--- config.mk ---
export PLATFORM = sky130hd
export DESIGN_NAME = md5_match_collector
export DESIGN_NICKNAME = d
export VERILOG_FILES = /design/src/rtl/md5_pkg.sv /design/src/rtl/md5_digest_cmp.sv /design/src/rtl/md5_match_collector.sv
export SDC_FILE = /design/constraint.sdc
export NUM_CORES = 2
export LEC_CHECK = 0
export BUFFER_PORTS_ARGS = -buffer_cell sky130_fd_sc_hd__buf_2
export CORE_AREA = 10 10 450 452
export CTS_CLUSTER_DIAMETER = 40
export DETAILED_ROUTE_END_ITERATION = 16
export DIE_AREA = 0 0 460 462
export PLACE_DENSITY = 0.46
export SYNTH_ARGS = -nofsm -noshare
export SYNTH_HDL_FRONTEND = slang
export SYNTH_HIERARCHICAL = 1
export SYNTH_SLANG_ARGS = --single-unit
--- constraint.sdc ---
create_clock -name clk -period 6.8 [get_ports clk]
set_input_delay 0.34 -clock clk [delete_from_list [all_inputs] [get_ports clk]]
set_output_delay 0.34 -clock clk [all_outputs]
set_load 0.03 [all_outputs]
--- src/rtl/md5_pkg.sv ---
// Shared types and helpers for the MD5 match collector.
// Holds the FSM state enum, digest width, default sizes and bswap32.
package md5_pkg;

    localparam int DIGEST_W  = 128;
    localparam int MSG_W_DEF = 448;
    localparam int CNT_W_DEF = 16;

    typedef enum logic [1:0] {
        IDLE,
        RUN,
        DRAIN,
        DONE
    } state_t;

    function automatic logic [31:0] bswap32(input logic [31:0] w);
        return {w[7:0], w[15:8], w[23:16], w[31:24]};
    endfunction

endpackage

--- src/rtl/md5_digest_cmp.sv ---
// Two-stage byte-swap and compare pipeline, carrying msg and ordinal.
// Ports: clk/reset, flush_i (drop in-flight entries), valid_i, a..d_i,
// msg_i, ord_i, target_i -> hit_o (stage-2 valid match), msg_o, ord_o.
module md5_digest_cmp
    import md5_pkg::*;
#(
    parameter int MSG_W = MSG_W_DEF,
    parameter int CNT_W = CNT_W_DEF
) (
    input  logic                clk,
    input  logic                reset,
    input  logic                flush_i,
    input  logic                valid_i,
    input  logic [31:0]         a_i,
    input  logic [31:0]         b_i,
    input  logic [31:0]         c_i,
    input  logic [31:0]         d_i,
    input  logic [MSG_W-1:0]    msg_i,
    input  logic [CNT_W-1:0]    ord_i,
    input  logic [DIGEST_W-1:0] target_i,
    output logic                hit_o,
    output logic [MSG_W-1:0]    msg_o,
    output logic [CNT_W-1:0]    ord_o
);

    logic                s1_valid_q;
    logic [DIGEST_W-1:0] s1_dig_q;
    logic [MSG_W-1:0]    s1_msg_q;
    logic [CNT_W-1:0]    s1_ord_q;
    logic                s2_valid_q;
    logic                s2_eq_q;
    logic [MSG_W-1:0]    s2_msg_q;
    logic [CNT_W-1:0]    s2_ord_q;

    always_ff @(posedge clk or negedge reset) begin
        if (!reset) begin
            s1_valid_q <= 1'b0;
            s1_dig_q   <= '0;
            s1_msg_q   <= '0;
            s1_ord_q   <= '0;
            s2_valid_q <= 1'b0;
            s2_eq_q    <= 1'b0;
            s2_msg_q   <= '0;
            s2_ord_q   <= '0;
        end else begin
            // flush kills both stages so an aborted batch cannot hit
            s1_valid_q <= valid_i & ~flush_i;
            s1_dig_q   <= {bswap32(a_i), bswap32(b_i),
                           bswap32(c_i), bswap32(d_i)};
            s1_msg_q   <= msg_i;
            s1_ord_q   <= ord_i;
            s2_valid_q <= s1_valid_q & ~flush_i;
            s2_eq_q    <= (s1_dig_q == target_i);
            s2_msg_q   <= s1_msg_q;
            s2_ord_q   <= s1_ord_q;
        end
    end

    assign hit_o = s2_valid_q & s2_eq_q;
    assign msg_o = s2_msg_q;
    assign ord_o = s2_ord_q;

endmodule

--- src/rtl/md5_match_collector.sv ---
// Collects a batch of md5core digests and captures the first match.
// Ports: start/target_hash/expected_count arm a batch; a..d_in, msg_in,
// valid_in feed digests; busy, done, match, match_index, match_msg report.
module md5_match_collector
    import md5_pkg::*;
#(
    parameter int MSG_W = MSG_W_DEF,
    parameter int CNT_W = CNT_W_DEF
) (
    input  logic                clk,
    input  logic                reset,
    input  logic                start,
    input  logic [127:0]        target_hash,
    input  logic [CNT_W-1:0]    expected_count,
    input  logic [31:0]         a_in,
    input  logic [31:0]         b_in,
    input  logic [31:0]         c_in,
    input  logic [31:0]         d_in,
    input  logic [MSG_W-1:0]    msg_in,
    input  logic                valid_in,
    output logic                busy,
    output logic                done,
    output logic                match,
    output logic [CNT_W-1:0]    match_index,
    output logic [MSG_W-1:0]    match_msg
);

    localparam logic [CNT_W-1:0] ONE = 1;

    state_t              state_q;
    logic [DIGEST_W-1:0] target_q;
    logic [CNT_W-1:0]    exp_q;
    logic [CNT_W-1:0]    cnt_q;
    logic                drain_q;
    logic                busy_q;
    logic                done_q;
    logic                match_q;
    logic [CNT_W-1:0]    idx_q;
    logic [MSG_W-1:0]    msg_q;

    logic                accept;
    logic                hit;
    logic                hit_new;
    logic [MSG_W-1:0]    hit_msg;
    logic [CNT_W-1:0]    hit_ord;

    assign accept = (state_q == RUN) && valid_in && !start
                    && (cnt_q < exp_q);

    md5_digest_cmp #(
        .MSG_W(MSG_W),
        .CNT_W(CNT_W)
    ) u_cmp (
        .clk     (clk),
        .reset   (reset),
        .flush_i (start),
        .valid_i (accept),
        .a_i     (a_in),
        .b_i     (b_in),
        .c_i     (c_in),
        .d_i     (d_in),
        .msg_i   (msg_in),
        .ord_i   (cnt_q),
        .target_i(target_q),
        .hit_o   (hit),
        .msg_o   (hit_msg),
        .ord_o   (hit_ord)
    );

    assign hit_new = hit & ~match_q;

    always_ff @(posedge clk or negedge reset) begin
        if (!reset) begin
            state_q  <= IDLE;
            target_q <= '0;
            exp_q    <= '0;
            cnt_q    <= '0;
            drain_q  <= 1'b0;
            busy_q   <= 1'b0;
            done_q   <= 1'b0;
            match_q  <= 1'b0;
            idx_q    <= '0;
            msg_q    <= '0;
        end else if (start) begin
            target_q <= target_hash;
            exp_q    <= expected_count;
            cnt_q    <= '0;
            drain_q  <= 1'b0;
            match_q  <= 1'b0;
            idx_q    <= '0;
            msg_q    <= '0;
            if (expected_count == '0) begin
                state_q <= DONE;
                busy_q  <= 1'b0;
                done_q  <= 1'b1;
            end else begin
                state_q <= RUN;
                busy_q  <= 1'b1;
                done_q  <= 1'b0;
            end
        end else begin
            if (hit_new) begin
                match_q <= 1'b1;
                idx_q   <= hit_ord;
                msg_q   <= hit_msg;
            end
            unique case (state_q)
                RUN: begin
                    if (accept) begin
                        cnt_q <= cnt_q + ONE;
                        if (cnt_q + ONE == exp_q) begin
                            state_q <= DRAIN;
                            drain_q <= 1'b0;
                        end
                    end
                end
                DRAIN: begin
                    if (drain_q) begin
                        state_q <= DONE;
                        busy_q  <= 1'b0;
                        done_q  <= 1'b1;
                    end else begin
                        drain_q <= 1'b1;
                    end
                end
                default: begin
                end
            endcase
        end
    end

    // Stage-2 hit is forwarded so match shows two cycles after valid_in;
    // the capture registers then hold it until the next start.
    assign busy        = busy_q;
    assign done        = done_q;
    assign match       = match_q | hit_new;
    assign match_index = hit_new ? hit_ord : idx_q;
    assign match_msg   = hit_new ? hit_msg : msg_q;

endmodule
# Word level (Yosys, flattened, before mapping)
# Cells that the tools add are included.
# W data, S select, Z words.
# word_totals
inputBits	724
elab_cells	76
ff_bits	1689
# classes
bitwise	7
n_lt_le_gt_ge	1
eq_ne	7
n_addsub	1
mux	27
n_reduce_logical	15
# ops
operator	n
$mux W448	2
$eq A128 B128 Y1	1
$mux W16	5
$add A16 B1 Y16 const B	1
$eq A16 B16 Y1	1
$logic_not A16 Y1	1
$lt A16 B16 Y1	1
$mux W1	13
$mux W2	5
$reduce_bool A2 Y1	5
$ne A3 B2 Y1 const B	2
$and A1 B1 Y1	4
$pmux W2 S2	1
$reduce_and A2 Y1	2
$reduce_and A4 Y1	1
$logic_and A1 B1 Y1	3
$ne A3 B3 Y1 const B	1
$reduce_and A3 Y1	1
$reduce_bool A3 Y1	1
$eq A2 B1 Y1 const B	1
$eq A2 B2 Y1 const B	1
$not A1 Y1	2
$pmux W1 S2	1
$logic_not A1 Y1	1
$or A1 B1 Y1	1

# Logic depth before layout (Yosys ltp)
# depth
ltp_word	7
mapped_depth	11
depth_no_buf	10

# By module
# Netlist, hierarchy kept.
# by_module_without_submodules
module	cells_each	instances	area_per_inst_um2	seq_area_each_um2
md5_digest_cmp	1233	1	27913.0	26500.4
md5_match_collector	3036	1	27000.9	15765.1

# Least setup slack after synthesis
# Ideal clock, no wire load.
# synth_path
path_kind	reg-to-reg
start	register cnt_q[0]
end	register drain_q
arrival_time_ps	2112
setup_slack_ps	4564
path_buffers	0
path_stages_with_launch	9
cell_sequence	dfrtp_1 ha_1 and3_2 nand3_2 nor2_1 mux2_2 nor4_2 nand4_1 a211o_1
# synth_via
elab_chain_cells	4
# synth_rtl
item	line	rtl
from (decl)	md5_match_collector.sv:33	logic [CNT_W-1:0] cnt_q;
from (signal assigned)	md5_match_collector.sv:110	cnt_q <= cnt_q + ONE;
$add A16 B1 Y16 / $lt A16 B16 Y1 (equally long branches)	md5_match_collector.sv:111, md5_match_collector.sv:48	
$eq A16 B16 Y1 / $logic_and A1 B1 Y1 (equally long branches)	md5_match_collector.sv:111, md5_match_collector.sv:48	
$ne A3 B2 Y1 (no line)	n/a	
$reduce_and A3 Y1 (no line) *	n/a	
to (signal assigned)	md5_match_collector.sv:88	drain_q <= 1'b0;
to (signal assigned)	md5_match_collector.sv:113	drain_q <= 1'b0;
to (signal assigned)	md5_match_collector.sv:123	drain_q <= 1'b1;
to (decl)	md5_match_collector.sv:34	logic drain_q;
# Mark *: on every way between the ends. The rest lies on a longest branch, timed or not.
# A chain may end at the register's enable or synchronous reset.

# Final worst setup path
# layout_path
start	register u_cmp.s2_valid_q
end	output match_msg[167]
# layout_via
elab_chain_cells	3
# layout_rtl
item	line	rtl
from (decl)	md5_digest_cmp.sv:30	logic s2_valid_q;
from (signal assigned)	md5_digest_cmp.sv:52	s2_valid_q <= s1_valid_q & ~flush_i;
$and A1 B1 Y1	md5_digest_cmp.sv:59	assign hit_o = s2_valid_q & s2_eq_q;
via hit	md5_match_collector.sv:42	logic hit;
$and A1 B1 Y1	md5_match_collector.sv:70	assign hit_new = hit & ~match_q;
$mux W448	n/a	
to (decl)	md5_match_collector.sv:25	output logic [MSG_W-1:0] match_msg
# The timed path passes the listed nets, and every way through them passes these cells.

==> flow_summary.yaml <==
outcome:
  status: "finished, final reports clean"
timing:
  setup_viol: 0
  post-route-period-util_pct: 56.0
  fin_setup_tns_ns: 0
  clock_skew_ns: 0.0807
  layout_min_cycle_time_ns: 3.81
  rsz0062_at_grt: "false"
  hold_viol: 0
  worst_pin_slew_ns: 1.32
  drv_slew: 0
  relSlewSlack_pct: 11.7
  max_freq_mhz: 263
yosys:
  ys_warn_count: 6
  syn_nets: 5010
  synthCells: 4269
  synth_top_area_share_pct: 77.0
  ys_seq_elements: 1689
  avgSynthCellArea_um2: 12.9
  synth_edf_count: 0
  yosysUniqueCellTypes: 50
  ys_seq_area_share_pct: 77.0
  synth_area_leaders: "dfrtp_1, nand2_1, a21oi_1"
  yosysTopAreaCell: "dfrtp_1"
  ys_async_sr_fraction_pct: 100
  ys.flop_type: "dfrtp_1"
  synth_area_mm2: 0.0549
pwr:
  power_density_mw_per_mm2: 323
  peakVddDrop_v: 0.000231
  p_leak_nw: 40.4
route:
  wl_met2_um: 91700
  drtAntennaViolNets: 0
  drt_iter0_drc: 2413
  top_layer: "met5"
  drc_errors: 0
  met3_length_um: 12600
  wl_met1_um: 76700
  routedWlPerCell_um: 20.7
  wl_um: 190000
  first_pass_iters: 8
  drt-vias-per-instance: 4.29
  num_vias: 39300
grt:
  globalRouteOverflowTotal: 0
  antenna_found_initial: 65
  grt_pass1_wl_um: 282000
  grt_pass1_vias: 42900
  grt_max_degree: 177
  gr-usage-all-layers_pct: 17.5
final_layout:
  multi_input_area_mm2: 0.0119
  syn_to_final_growth_pct: 47.8
  drive_gt1_share_pct: 28.1
  seqCellArea_mm2: 0.0423
  filler_cell_count: 18300
  final_cell_area_mm2: 0.0811
  nNetsFinal: 7106
clock_network:
  cts.htree.levels: 5
  cts_resized: 0
  cts_inserted_buffers: 292
  clk_path_buf_depth: 4
  cts.sinks: 1689
  root_buffer: "clkbuf_16"
  clk_latency_ns: 0.90
  post_cts_buffers: 0
  clkTransAtPathRegs_ns: 0.05
  cts_tree: "done"
  cts_hold_buffers: 757
setup_path:
  cp-start-kind: "flop"
  endpoint_kind: "primary output"
  cp.arrival_ns: 3.47
  path_max_fanout: 165
  crit_type: "flop to primary output"
  worstPathRequired_ns: 6.46
floorplan:
  die_w_um: 460
  start_util_pct: 28.3
  die_area_mm2: 0.213
  io_pins: 1191
  core_area_mm2: 0.194
  die_h_um: 462
  rows: 162
placement:
  port_buffers: 1190
  dpl.hpwl_um: 131000
  gp_congestion: 0.844
  placed_area_mm2: 0.0638
worst_hold_path:
  hp-class: "input pin to asynchronous set/reset pin"
run:
  drv_cap: 0
[flip-flops by register name, summed over array words and instances, names as in the netlist, 16 cells and up]
| name | count |
|---|---|
| u_cmp/msg_o | 448 |
| u_cmp/s1_ord_q | 16 |
| idx_q | 16 |
| u_cmp/s1_dig_q | 128 |
| cnt_q | 16 |
| exp_q | 16 |
| u_cmp/s1_msg_q | 448 |
| msg_q | 448 |
| target_q | 128 |
| u_cmp/ord_o | 16 |
[power breakdown]
group,leakage (nW),switching (W),internal (W)
Combinational,14.9,0.000590,0.000631
Clock,4.63,0.00507,0.00925
Sequential,20.9,0.000187,0.0105
Total,40.4,0.00584,0.0203
[stage by stage]
stage,power [W],setup slack [ns],utilization (%),std cells,hold WS (ns)
floorplan,0.0110,4.56,-,4269,0.0444
global placement,0.0117,3.64,32.9,7856,0.331
detailed placement,0.0117,3.66,32.9,7856,0.335
CTS,0.0266,2.82,41.8,9117,0.000139
global route,0.0272,2.76,41.9,9137,0.0138
finish,0.0262,2.99,41.9,9155,0.0495
[worst max-delay path, cell delays in order (launching register included)]
cell and delay (ns):
dfrtp_1 0.34, and2_1 0.19, nand2b_4 0.63, buf_12 0.56, nand2_1 0.18, nand2_1 0.11
buf_2 0.24
[placed cells by master (no fill, tap or decap), drive strengths merged, types with 6 or more instances in the layout]
cell and count:
dfrtp 1689, nand2 1420, buf 1228, dlygate4sd3 757, a21oi 478, clkbuf 352
xnor2 143, mux2 131, inv 57, clkinv 54, nand4 43, clkinvlp 40
diode 38, o21ai 36, bufinv 24, ha 17, nor4 14, nor3 12
and3 10, nor2 8, o31ai 8, xor2 7, nor2b 7, nand3 6
[final timing paths]
kind	from	endpoint	slack [ns]	depth (start not counted)
setup / recovery	u_cmp/s2_valid_q	match_msg[167]	2.99	6
hold / removal	reset	u_cmp/s1_dig_q[87]	0.05	2
setup reg to reg	exp_q[15]	state_q[0]	3.63	8
hold reg to reg	u_cmp/s1_msg_q[129]	u_cmp/msg_o[129]	0.29	0
max in group asynchronous	reset	u_cmp/s1_ord_q[5]	4.60	4
min in group clk	msg_in[110]	u_cmp/s1_msg_q[110]	0.08	2
[cells by family (layout without fill, tap and decap cells)]
group | Yosys count | after routing | synth area share [%]
DFF | 1689 | 1689 | 77.0
muxes | 132 | 132 | 2.70
xor gates and xnor gates | 150 | 150 | 2.39
other | 0 | 38 | 0
AOI/OAI and AO/OA | 539 | 539 | 5.07
buffers and inverters | 206 | 2512 | 1.46
adders and majority gates | 17 | 17 | 0.387
and+or+nand+nor | 1536 | 1536 | 11.0
[cells in the mapped netlist, types with 5 or more instances]
cell type and number:
nor2b_1 7, mux2_2 131, xor2_1 7, o21ai_0 36, nor3_1 12, clkbuf_1 168
o31ai_1 6, nand2_1 1419, ha_1 17, xnor2_1 143, buf_1 9, and3_1 8
inv_1 23, dfrtp_1 1689, a21oi_1 478, nand4_1 43, nor4_1 12, nand3_1 5
nor2_1 8
[per-layer routing]
layer	up-vias	track usage [%]
li1	18100	-
met3	449	5.14
met5	-	0
met4	48	7.58
met1	19500	21.2
met2	1243	29.0
[area by class of cell]
| type | count | share of cell area (%) |
|---|---|---|
| multi-input cells | 2374 | 14.6 |
| diodes | 38 | 0.117 |
| clock inverters | 152 | 2.13 |
| repair buffers | 1985 | 17.3 |
| clock buffers | 352 | 9.76 |
| well taps | 2542 | 3.92 |
| inverters | 23 | 0.106 |
| flip-flops and latches | 1689 | 52.1 |
(Power assumes the default switching activity.)
